==> src/rtl/core_loader.sv <==
// core_loader: streams a program image from a flash beat interface into
// instruction memory, then releases the core and exposes a small bank of
// memory-mapped output registers that the running core can store to.
module core_loader #(
  parameter int WIDTH        = 32,
  parameter int DEPTH        = 1024,
  parameter int NUM_OUTPORTS = 4
) (
  input  logic                          clk,
  input  logic                          rst,
  input  logic                          load_req,
  input  logic                          flash_valid,
  output logic                          flash_ready,
  input  logic [WIDTH-1:0]              flash_addr,
  input  logic [WIDTH-1:0]              flash_data,
  input  logic                          flash_last,
  output logic                          mem_wren,
  output logic [$clog2(DEPTH)-1:0]      mem_addr,
  output logic [WIDTH-1:0]              mem_wdata,
  output logic                          core_hold,
  input  logic                          core_halt,
  input  logic                          io_wren,
  input  logic [WIDTH-1:0]              io_addr,
  input  logic [WIDTH-1:0]              io_wdata,
  output logic [NUM_OUTPORTS*WIDTH-1:0] outport,
  output logic [$clog2(DEPTH):0]        word_count,
  output logic                          fault,
  output logic [1:0]                    state_o
);

  localparam int AW = $clog2(DEPTH);
  localparam int CW = AW + 1;

  typedef enum logic [1:0] {
    IDLE  = 2'd0,
    LOAD  = 2'd1,
    RUN   = 2'd2,
    FAULT = 2'd3
  } state_t;

  state_t            state_q, state_d;
  logic              flashReady_q;
  logic              coreHold_q;
  logic              memWren_q;
  logic [AW-1:0]     memAddr_q;
  logic [WIDTH-1:0]  memWdata_q;
  logic [CW-1:0]     wordCount_q;
  logic              fault_q;
  logic [WIDTH-1:0]  outport_q [NUM_OUTPORTS];

  logic [WIDTH-1:0]  beatWord;
  logic              beatAccept;
  logic              beatLegal;

  // Classify the current flash beat and pick the next state.
  always_comb begin
    beatWord   = flash_addr >> 2;
    beatAccept = (state_q == LOAD) && flash_valid && flashReady_q;
    beatLegal  = (flash_addr[1:0] == 2'b00) && (beatWord < WIDTH'(DEPTH));
    state_d    = state_q;
    case (state_q)
      IDLE:    if (load_req) state_d = LOAD;
      LOAD: begin
        if (beatAccept) begin
          if (!beatLegal)      state_d = FAULT;
          else if (flash_last) state_d = RUN;
        end
      end
      RUN:     if (core_halt) state_d = IDLE;
      default: state_d = state_q;
    endcase
  end

  // Loader FSM with registered handshake, memory-write and status outputs.
  always_ff @(posedge clk or negedge rst) begin
    if (!rst) begin
      state_q      <= IDLE;
      flashReady_q <= 1'b0;
      coreHold_q   <= 1'b1;
      memWren_q    <= 1'b0;
      memAddr_q    <= '0;
      memWdata_q   <= '0;
      wordCount_q  <= '0;
      fault_q      <= 1'b0;
    end else begin
      state_q      <= state_d;
      flashReady_q <= (state_d == LOAD);
      // The core is released only after one full RUN cycle, so the final
      // write (issued in the first RUN cycle) has landed before it fetches.
      coreHold_q   <= !((state_q == RUN) && (state_d == RUN));
      memWren_q    <= beatAccept && beatLegal;
      if (beatAccept && beatLegal) begin
        memAddr_q  <= beatWord[AW-1:0];
        memWdata_q <= flash_data;
        if (wordCount_q != CW'(DEPTH)) begin
          wordCount_q <= wordCount_q + CW'(1);
        end
      end
      if ((state_q == IDLE) && load_req) begin
        wordCount_q <= '0;
      end
      if (beatAccept && !beatLegal) begin
        fault_q <= 1'b1;
      end
    end
  end

  // Output register bank, writable by the core only while it is running.
  always_ff @(posedge clk or negedge rst) begin
    if (!rst) begin
      for (int k = 0; k < NUM_OUTPORTS; k++) begin
        outport_q[k] <= '0;
      end
    end else if ((state_q == RUN) && io_wren) begin
      for (int k = 0; k < NUM_OUTPORTS; k++) begin
        if (io_addr == WIDTH'(k)) begin
          outport_q[k] <= io_wdata;
        end
      end
    end
  end

  for (genvar g = 0; g < NUM_OUTPORTS; g++) begin : gOutport
    assign outport[g*WIDTH +: WIDTH] = outport_q[g];
  end

  assign flash_ready = flashReady_q;
  assign core_hold   = coreHold_q;
  assign mem_wren    = memWren_q;
  assign mem_addr    = memAddr_q;
  assign mem_wdata   = memWdata_q;
  assign word_count  = wordCount_q;
  assign fault       = fault_q;
  assign state_o     = state_q;

endmodule

==> config.mk <==
export PLATFORM = sky130hd
export DESIGN_NAME = core_loader
export DESIGN_NICKNAME = d
export VERILOG_FILES = /design/src/rtl/core_loader.sv
export SDC_FILE = /design/constraint.sdc
export NUM_CORES = 1
export LEC_CHECK = 0
export CORE_MARGIN = 2
export CORE_UTILIZATION = 35
export CTS_CLUSTER_SIZE = 25
export DETAILED_ROUTE_END_ITERATION = 6
export PLACE_DENSITY = 0.75
export SYNTH_ARGS = -nofsm -noshare
export SYNTH_HDL_FRONTEND = slang
export SYNTH_SLANG_ARGS = --single-unit
==> constraint.sdc <==
create_clock -name clk -period 2.53 [get_ports clk]
set_input_delay 0.253 -clock clk [delete_from_list [all_inputs] [get_ports clk]]
set_output_delay 0.253 -clock clk [all_outputs]
set_load 0.005 [all_outputs]
==> results of run 1 <==
## metal layers
metal  share of wire  routed length (um)  global-route usage  vias to the layer above
li1                -                   -                   -                     2439
met4           0.018                 366              0.0485                        0
met5               0                   0                   0                        -
met2            0.50                9930               0.293                      214
met3           0.063                1270              0.0458                       24
met1            0.42                8500               0.220                     2679
## synthesized netlist by cell type, types with 5 or more instances
library cell    n  area (um2)
or2_2           5        31.3
dfrtp_1       186        4650
nand4_1         9        56.3
mux2i_1         5        50.1
buf_6          14         158
nand2_1        12        45.0
mux2_1          8        90.1
mux2_2        132        1490
mux2_4         30         450
nor4_1         12        75.1
## cell usage in the layout, fill, tap and decap left out, types with 2 or more instances in the layout
cell / n
clkdlybuf4s50_1: 320
dfrtp_1: 186
mux2_2: 132
mux2_4: 30
clkbuf_16: 17
nor4_1: 12
nand2_1: 12
nand4_1: 9
buf_4: 9
mux2_1: 8
buf_12: 8
or2_2: 5
mux2i_1: 5
inv_8: 5
clkinv_4: 5
nor4_2: 4
a21oi_1: 4
o31ai_1: 4
nor3_1: 4
nor2_1: 3
inv_1: 3
o21ai_0: 3
nor4b_1: 3
nand3_4: 3
and3_1: 3
nand3_1: 3
and4_1: 2
nor3b_1: 2
ha_1: 2
inv_6: 2
clkinv_2: 2
## flip-flops by register name, summed over array words and instances (netlist names)
name / flops
fault: 1
flash_ready: 1
mem_addr: 10
word_count: 11
core_hold: 1
mem_wdata: 32
outport: 128
mem_wren: 1
state_o: 2
## power breakdown
part	total (uW)	switching [uW]	internal, uW
Clock	2550	1250	1300
Sequential	3020	17.7	3010
Combinational	395	151	245
## cell type report
| type | instances | area (um2) |
|---|---|---|
| Tap cell | 280 | 350 |
| Clock inverter | 14 | 128 |
| Multi-Input combinational cell | 272 | 2770 |
| Timing Repair Buffer | 339 | 3450 |
| Clock buffer | 18 | 429 |
| Sequential cell | 187 | 4680 |
| Fill cell | 1795 | 9930 |
| Antenna cell | 1 | 2.50 |
| Inverter | 3 | 11.3 |
## cells by family (layout without fill, tap and decap cells)
kind of cell,Yosys count,in the layout,synth area share
compound gates,16,16,0.0138
fa+ha+maj,2,2,0.00324
buf+inv,24,374,0.0337
flops,187,187,0.607
mux,175,175,0.269
other cells,0,1,0
simple gates,79,79,0.0729
## per-stage QoR
| step | power [uW] | instance area [um2] |
|---|---|---|
| after floorplan | 3120 | 7710 |
| after global placement | 3480 | 11300 |
| after detailed placement | 3480 | 11300 |
| after CTS | 6050 | 11800 |
| after global routing | 6200 | 11800 |
| final | 5970 | 11800 |
## how the worst min path moves through the flow
stage / start / to / slack (ns)
after floorplan: rst / fault / -0.04
after global placement: rst / outport[97] / 0.28
after detailed placement: rst / outport[65] / 0.27
after CTS: rst / outport[97] / 0.39
after global routing: rst / outport[97] / 0.42
final: rst / outport[97] / 0.38
==> results.ini, run 1 <==
[critical_path]
crit_cells = 8
max_stage_delay_ns = 0.49
cp.required_ns = 2.83
critical_path.top_delay_family = buffers and inverters
path_cells = clkdlybuf4s50_1, nor4b_1, buf_4, and4_2, buf_4, nand3_4, buf_12, mux2_1
slowest_stage = clkdlybuf4s50_1
critPathLaunchType = primary input
cp_max_fo = 32
crit_type = primary input to flop
critPathLaunch = io_addr[19]
end_kind = flop
timing.critical_path.to = outport[70]
crit_buf_inv = 4
r2r_end = outport[0]
ff2ff_path_depth = 5
crit_top_cell = buf_4
regToRegStartpoint = state_o[0]
worstPathArrival_ns = 2.36
reg2reg_slack_ns = 0.58

[final_layout]
nets = 957
drive_above_1_share = 0.277
final_cells = 1114
final_util = 0.543
syn_to_final_growth_pct = 53.3

[timing]
hold_slack_ns = 0.382
hold_viol_final = 0
setup-tns-final_ns = 0
min_period_over_period = 0.816
worstMarginPinSlew_ns = 0.601
setup_ws_ns = 0.466
period_minus_slack_ns = 2.06
rsz0062_at_grt = false
fmax_ghz = 0.485
slew-limit-headroom = 0.599
setup_viol = 0
fin_skew_ns = 0.0107
drv_slew = 0

[route]
antenna_left = 0
avgViaCountPerCell = 4.81
vias = 5356
drt_iter0_markers = 150
wirelength_um = 20100
drc_errors = 0
drt_pass1_iterations = 4
post_drt_wl_per_cell_um = 18.0

[cts]
clk_pin_slew_ns = 0.07
cts_made_buffers = 17
holdBufCountCts = 1
cts-resized-gates = 0
cts_root_buf = clkbuf_16
cts_tree = done
htree_num_levels = 4
cts_buffer_depth = 2
clock_sinks = 187
worstSkewPairLatency_ns = 0.42
post_cts_buffers = 0

[logic_synthesis]
ys_seq_elements = 187
syn_area_um2 = 7710
ys_seq_area_frac = 0.607
avgSynthCellArea_um2 = 16.0
synth-edff-count = 0
synth_flop_cell = dfrtp_1
yosys_warnings = 0
syn-instance-count = 483
syn_nets = 620
async_reset_ff_frac = 1.00
synth_cell_types = 46

[power]
vdd_ir_drop_max_mv = 0.395
powerDensity_nw_per_um2 = 505
power.leakage_uw = 0.00540

[floorplanning]
initial_core_util = 0.354
die-area_um2 = 23200
rows = 54
fp.coreArea_um2 = 21800
die_width_um = 152
fp.dieH_um = 152
io_pins = 322

[grt]
grt_max_degree = 60
overflow = 0
grt_pass1_wl_um = 31900
grt_pass1_vias = 5597
track_usage = 0.173
antenna_found_initial = 1

[place]
gp_congestion = 0.790
dpl.cell_count = 1080
dpl.hpwl_um = 14800
port_buffers = 321
dp_slack_ns = -0.00579

[hold_path]
hp-class = primary input to async pin

[status]
status = finished clean

[flow_run]
drv_cap = 0

(Power assumes the default switching activity.)
==> run 2: changes to the inputs <==
clock period = 2 ns   (was 2.53 ns; I/O delays follow)
==> results.ini, run 2 (synthesis results as in run 1) <==
[cts]
cts_buffer_depth = 2  ; unchanged
clk_pin_slew_ns = 0.08  ; about the same
cts_tree = done
clock_sinks = 187  ; unchanged
worstSkewPairLatency_ns = 0.43  ; about the same
post_cts_buffers = 0  ; unchanged
cts_root_buf = clkbuf_16
cts_made_buffers = 17  ; unchanged
htree_num_levels = 4  ; unchanged

[final_layout]
syn_to_final_growth_pct = 54.8
nets = 970  ; +1.4%
final_util = 0.549  ; +0.00512
largest_reg_flops = 128  ; unchanged
final_common_cell = clkdlybuf4s50_1
drive_above_1_share = 0.291  ; +0.0135
final_cell_mix = 320 x clkdlybuf4s50_1, 186 x dfrtp_1, 132 x mux2_2, 30 x mux2_4, 23 x buf_4

[critical_path]
reg2reg_slack_ns = 0.11  ; -0.47 ns
cp_max_fo = 25  ; -22%
ff2ff_path_depth = 5  ; unchanged
end_kind = flop
worstPathArrival_ns = 2.21  ; -0.15 ns
r2r_end = word_count[9]
crit_top_cell = buf_4
slowest_stage = clkdlybuf4s50_1
cp.required_ns = 2.31  ; -0.52 ns
critPathLaunchType = primary input
regToRegStartpoint = state_o[1]
path_cells = clkdlybuf4s50_1, nor4b_2, buf_4, and4_2, buf_4, nand3_4, buf_12, mux2_1
crit_type = primary input to flop
max_stage_delay_ns = 0.52  ; +0.03 ns

[timing]
hold_viol_final = 0  ; unchanged
slew-limit-headroom = 0.629  ; +0.0300
period_minus_slack_ns = 1.91
setup_viol = 0  ; unchanged
fin_skew_ns = 0.0114  ; +0.000698 ns
min_period_over_period = 0.953
worstMarginPinSlew_ns = 0.556  ; -0.0450 ns
setup-tns-final_ns = 0  ; unchanged
rsz0062_at_grt = false
drv_slew = 0  ; unchanged
fmax_ghz = 0.525

[power]
powerDensity_nw_per_um2 = 640  ; +27%
power.leakage_uw = 0.00547  ; +1.3%
vdd_ir_drop_max_mv = 0.581  ; +47%

[floorplanning]
io_pins = 322  ; unchanged
die_width_um = 152  ; unchanged
initial_core_util = 0.354  ; unchanged
fp.coreArea_um2 = 21800  ; unchanged
rows = 54  ; unchanged
fp.dieH_um = 152  ; unchanged
die-area_um2 = 23200  ; unchanged

[route]
drc_errors = 0  ; unchanged
wirelength_um = 20500  ; +2.0%
antenna_left = 0  ; unchanged
vias = 5442  ; +1.6%
drt_pass1_iterations = 4  ; unchanged
avgViaCountPerCell = 4.83  ; +0.43%
post_drt_wl_per_cell_um = 18.2  ; +0.83%
drt_iter0_markers = 174  ; +16%

[grt]
antenna_found_initial = 2  ; +1
grt_pass1_wl_um = 32700  ; +2.5%
grt_max_degree = 57  ; -5.0%
track_usage = 0.178  ; +0.00536
overflow = 0  ; unchanged
grt_pass1_vias = 5896  ; +5.3%

[hold_path]
hp-class = primary input to async pin

[status]
status = finished clean

[place]
gp_congestion = 0.792  ; +0.37%
port_buffers = 321  ; unchanged
dpl.hpwl_um = 15400  ; +3.5%

[flow_run]
drv_cap = 0  ; unchanged

==> run 2: worst max-delay path by stage <==
stage / startpoint / to / slack (ns) / depth (start not counted)
2_1_floorplan: state_o[0] / outport[10] / 0.13 / 6
3_3_place_gp: io_addr[19] / outport[0] / -0.45 / 7
3_5_place_dp: io_addr[19] / outport[31] / -0.46 / 7
4_1_cts: io_addr[19] / outport[70] / 0.06 / 8
5_1_grt: state_o[1] / mem_wdata[29] / 0.007 / 5
6_report: io_addr[19] / outport[70] / 0.09 / 8
==> run 2: metal layers <==
metal | part of all wire | global-route usage
met1 | 0.41 | 0.220
met2 | 0.50 | 0.309
met3 | 0.069 | 0.0557
met4 | 0.012 | 0.0397
met5 | 0.00054 | 0
==> run 2: area by class of cell <==
cell class                 count  area, um2
fill                        1823       9820
sequential                   187       4680
timing repair buffer         352       3540
multi-input combinational    272       2780
clock buffer                  18        429
tap                          280        350
clock inverter                14        146
inverter                       3       11.3
antenna                        1       2.50
==> run 2: critical path: cells and delay by family <==
family                 cells  cell delay, ns
muxes                      1            0.34
and+or+nand+nor            3            0.64
buffers and inverters      4            1.01
==> run 2: where the power goes <==
group	internal [uW]	switching [uW]	total [uW]	leakage [uW]
registers	3800	22.2	3820	0.00260
clock network	1670	1630	3300	0.000285
logic	317	195	512	0.00259
total	5790	1850	7640	0.00547
==> run 2: metrics by stage <==
stage	total power, uW	area, um2	hold WS [ns]	setup slack, ns	cells
floorplan	3940	7710	-0.0956	0.129	483
finish	7640	11900	0.320	0.0945	1127
CTS	7750	11900	0.310	0.0562	1126
global placement	4410	11300	0.204	-0.451	1093
global route	7940	11900	0.347	0.00677	1126
detailed placement	4420	11300	0.207	-0.458	1093
==> run 2: timing repair <==
| item | in CTS | in global routing |
|---|---|---|
| endpoints found under the setup margin | 1 | 11 |
| resized for setup | 1 | 1 |
| hold endpoints to repair | 51 | 0 |
| hold buffers | 1 | 0 |
==> run 3: changes to the inputs <==
CORE_UTILIZATION = 43   (was 35)
GPL_ROUTABILITY_DRIVEN = 0   (was default)
PLACE_DENSITY = 0.88   (was 0.75)
==> results.ini, run 3 (synthesis results as in run 1) <==
[status]
status = finished clean

[place]
dpl.hpwl_um = 15900  ; +3.3%
dpl.cell_count = 1040  ; -4.8%
port_buffers = 321  ; unchanged
dpl_cell_area_um2 = 11300  ; -0.14%

[timing]
slew-limit-headroom = 0.649  ; +0.0196
min_period_over_period = 0.954  ; about the same
rsz0062_at_grt = false
period_minus_slack_ns = 1.91  ; +0.00162 ns
setup-tns-final_ns = 0  ; unchanged
drv_slew = 0  ; unchanged
fmax_ghz = 0.524  ; about the same
fin_skew_ns = 0.00961  ; -0.00182 ns
hold_viol_final = 0  ; unchanged
setup_viol = 0  ; unchanged
worstMarginPinSlew_ns = 0.527  ; -0.0294 ns

[floorplanning]
die-area_um2 = 19000  ; -18%
fp.dieH_um = 138  ; -9.5%
fp.coreArea_um2 = 17400  ; -20%
rows = 48  ; -11%
initial_core_util = 0.443  ; +0.0883
io_pins = 322  ; unchanged
die_width_um = 138  ; -9.5%

[final_layout]
final_common_cell = clkdlybuf4s50_1
diodes = 0  ; -1
num-fill-cells = 1202  ; -34%
final_area_um2 = 11900  ; about the same
final_cells = 1072  ; -4.9%
syn_to_final_growth_pct = 54.9  ; about the same
nets = 972  ; +0.21%
multi_input_area_um2 = 2790  ; +0.27%
drive_above_1_share = 0.292  ; +0.000837
regArea_um2 = 4680  ; unchanged
largest_reg_flops = 128  ; unchanged
final_cell_mix = 320 x clkdlybuf4s50_1, 186 x dfrtp_1, 132 x mux2_2, 30 x mux2_4, 22 x buf_4

[route]
post_drt_wl_per_cell_um = 19.5  ; +7.6%
drt_iter0_markers = 184  ; +5.7%
wirelength_um = 20900  ; +2.4%
drt_pass1_iterations = 4  ; unchanged
vias = 5433  ; -0.17%
antenna_left = 0  ; unchanged
drc_errors = 0  ; unchanged
avgViaCountPerCell = 5.07  ; +5.0%

[hold_path]
hp-class = primary input to async pin

[grt]
grt_pass1_vias = 5825  ; -1.2%
track_usage = 0.227  ; +0.0482
overflow = 0  ; unchanged
antenna_found_initial = 0  ; -2
grt_pass1_wl_um = 32400  ; -0.80%
grt_max_degree = 53  ; -7.0%

[cts]
clock_sinks = 187  ; unchanged
cts_root_buf = clkbuf_16
htree_num_levels = 4  ; unchanged
cts_made_buffers = 17  ; unchanged
cts_buffer_depth = 2  ; unchanged
post_cts_buffers = 0  ; unchanged
cts_tree = done
clk_pin_slew_ns = 0.07  ; about the same
worstSkewPairLatency_ns = 0.42  ; about the same

[power]
powerDensity_nw_per_um2 = 651  ; +1.7%
power.leakage_uw = 0.00551  ; +0.57%
vdd_ir_drop_max_mv = 0.562  ; -3.2%

[critical_path]
critPathLaunchType = primary input
cp_max_fo = 20  ; -20%
worstPathArrival_ns = 2.21  ; about the same
cp.required_ns = 2.30  ; about the same
end_kind = flop
crit_type = primary input to flop

[flow_run]
drv_cap = 0  ; unchanged

[run 3: path summary, 6_finish.rpt]
kind / from / endpoint / slack [ns] / cells after the start
worst min register to register: outport[102] / outport[102] / 0.50 / 1
worst max-delay path: io_addr[25] / outport[0] / 0.09 / 7
worst max register to register: state_o[0] / outport[0] / 0.11 / 5
worst min-delay path: rst / outport[33] / 0.30 / 2
max in group asynchronous: rst / core_hold / 1.03 / 3
min in group clk: flash_last / state_o[0] / 0.37 / 2
[run 3: through the flow]
stage	total power [uW]	util	hold WS, ns	setup WS (ns)
final	7770	0.686	0.300	0.0928
after global routing	8030	0.686	0.329	0.0296
after CTS	7840	0.685	0.307	0.0257
after detailed placement	4430	0.650	0.202	-0.571
after global placement	4420	0.650	0.201	-0.507
after floorplan	3940	-	-0.0956	0.129
[run 3: repair_timing]
action                     4_1_cts  5_1_grt
hold buffers                     1        0
setup endpoints to repair      128       50
hold endpoints to repair        48        0
gates resized for setup          1        1
[run 3: per-layer routing]
metal | vias up | routed length [um] | global-route usage | share of wire
met4 | 0 | 449 | 0.0754 | 0.021
met3 | 26 | 1420 | 0.0643 | 0.068
met5 | - | 0 | 0 | 0
met1 | 2719 | 8060 | 0.265 | 0.38
li1 | 2475 | - | - | -
met2 | 213 | 11000 | 0.400 | 0.53
[run 3: layout make-up]
class / count / area share
clock inverter: 13 / 0.0129
tap: 225 / 0.0236
timing repair buffer: 354 / 0.301
sequential: 187 / 0.392
multi-input combinational: 272 / 0.233
clock buffer: 18 / 0.0368
inverter: 3 / 0.000943
[run 3: worst max-delay path, stage by stage]
cell	delay (ns)
clkdlybuf4s50_1	0.42
nor4_1	0.40
buf_4	0.18
and4_2	0.22
and3_4	0.21
buf_12	0.21
mux2_2	0.35
[run 3: power breakdown]
part	switching, uW	leakage (uW)	internal (uW)
clock network	1510	0.000284	1910
logic	200	0.00263	322
registers	28.5	0.00260	3800
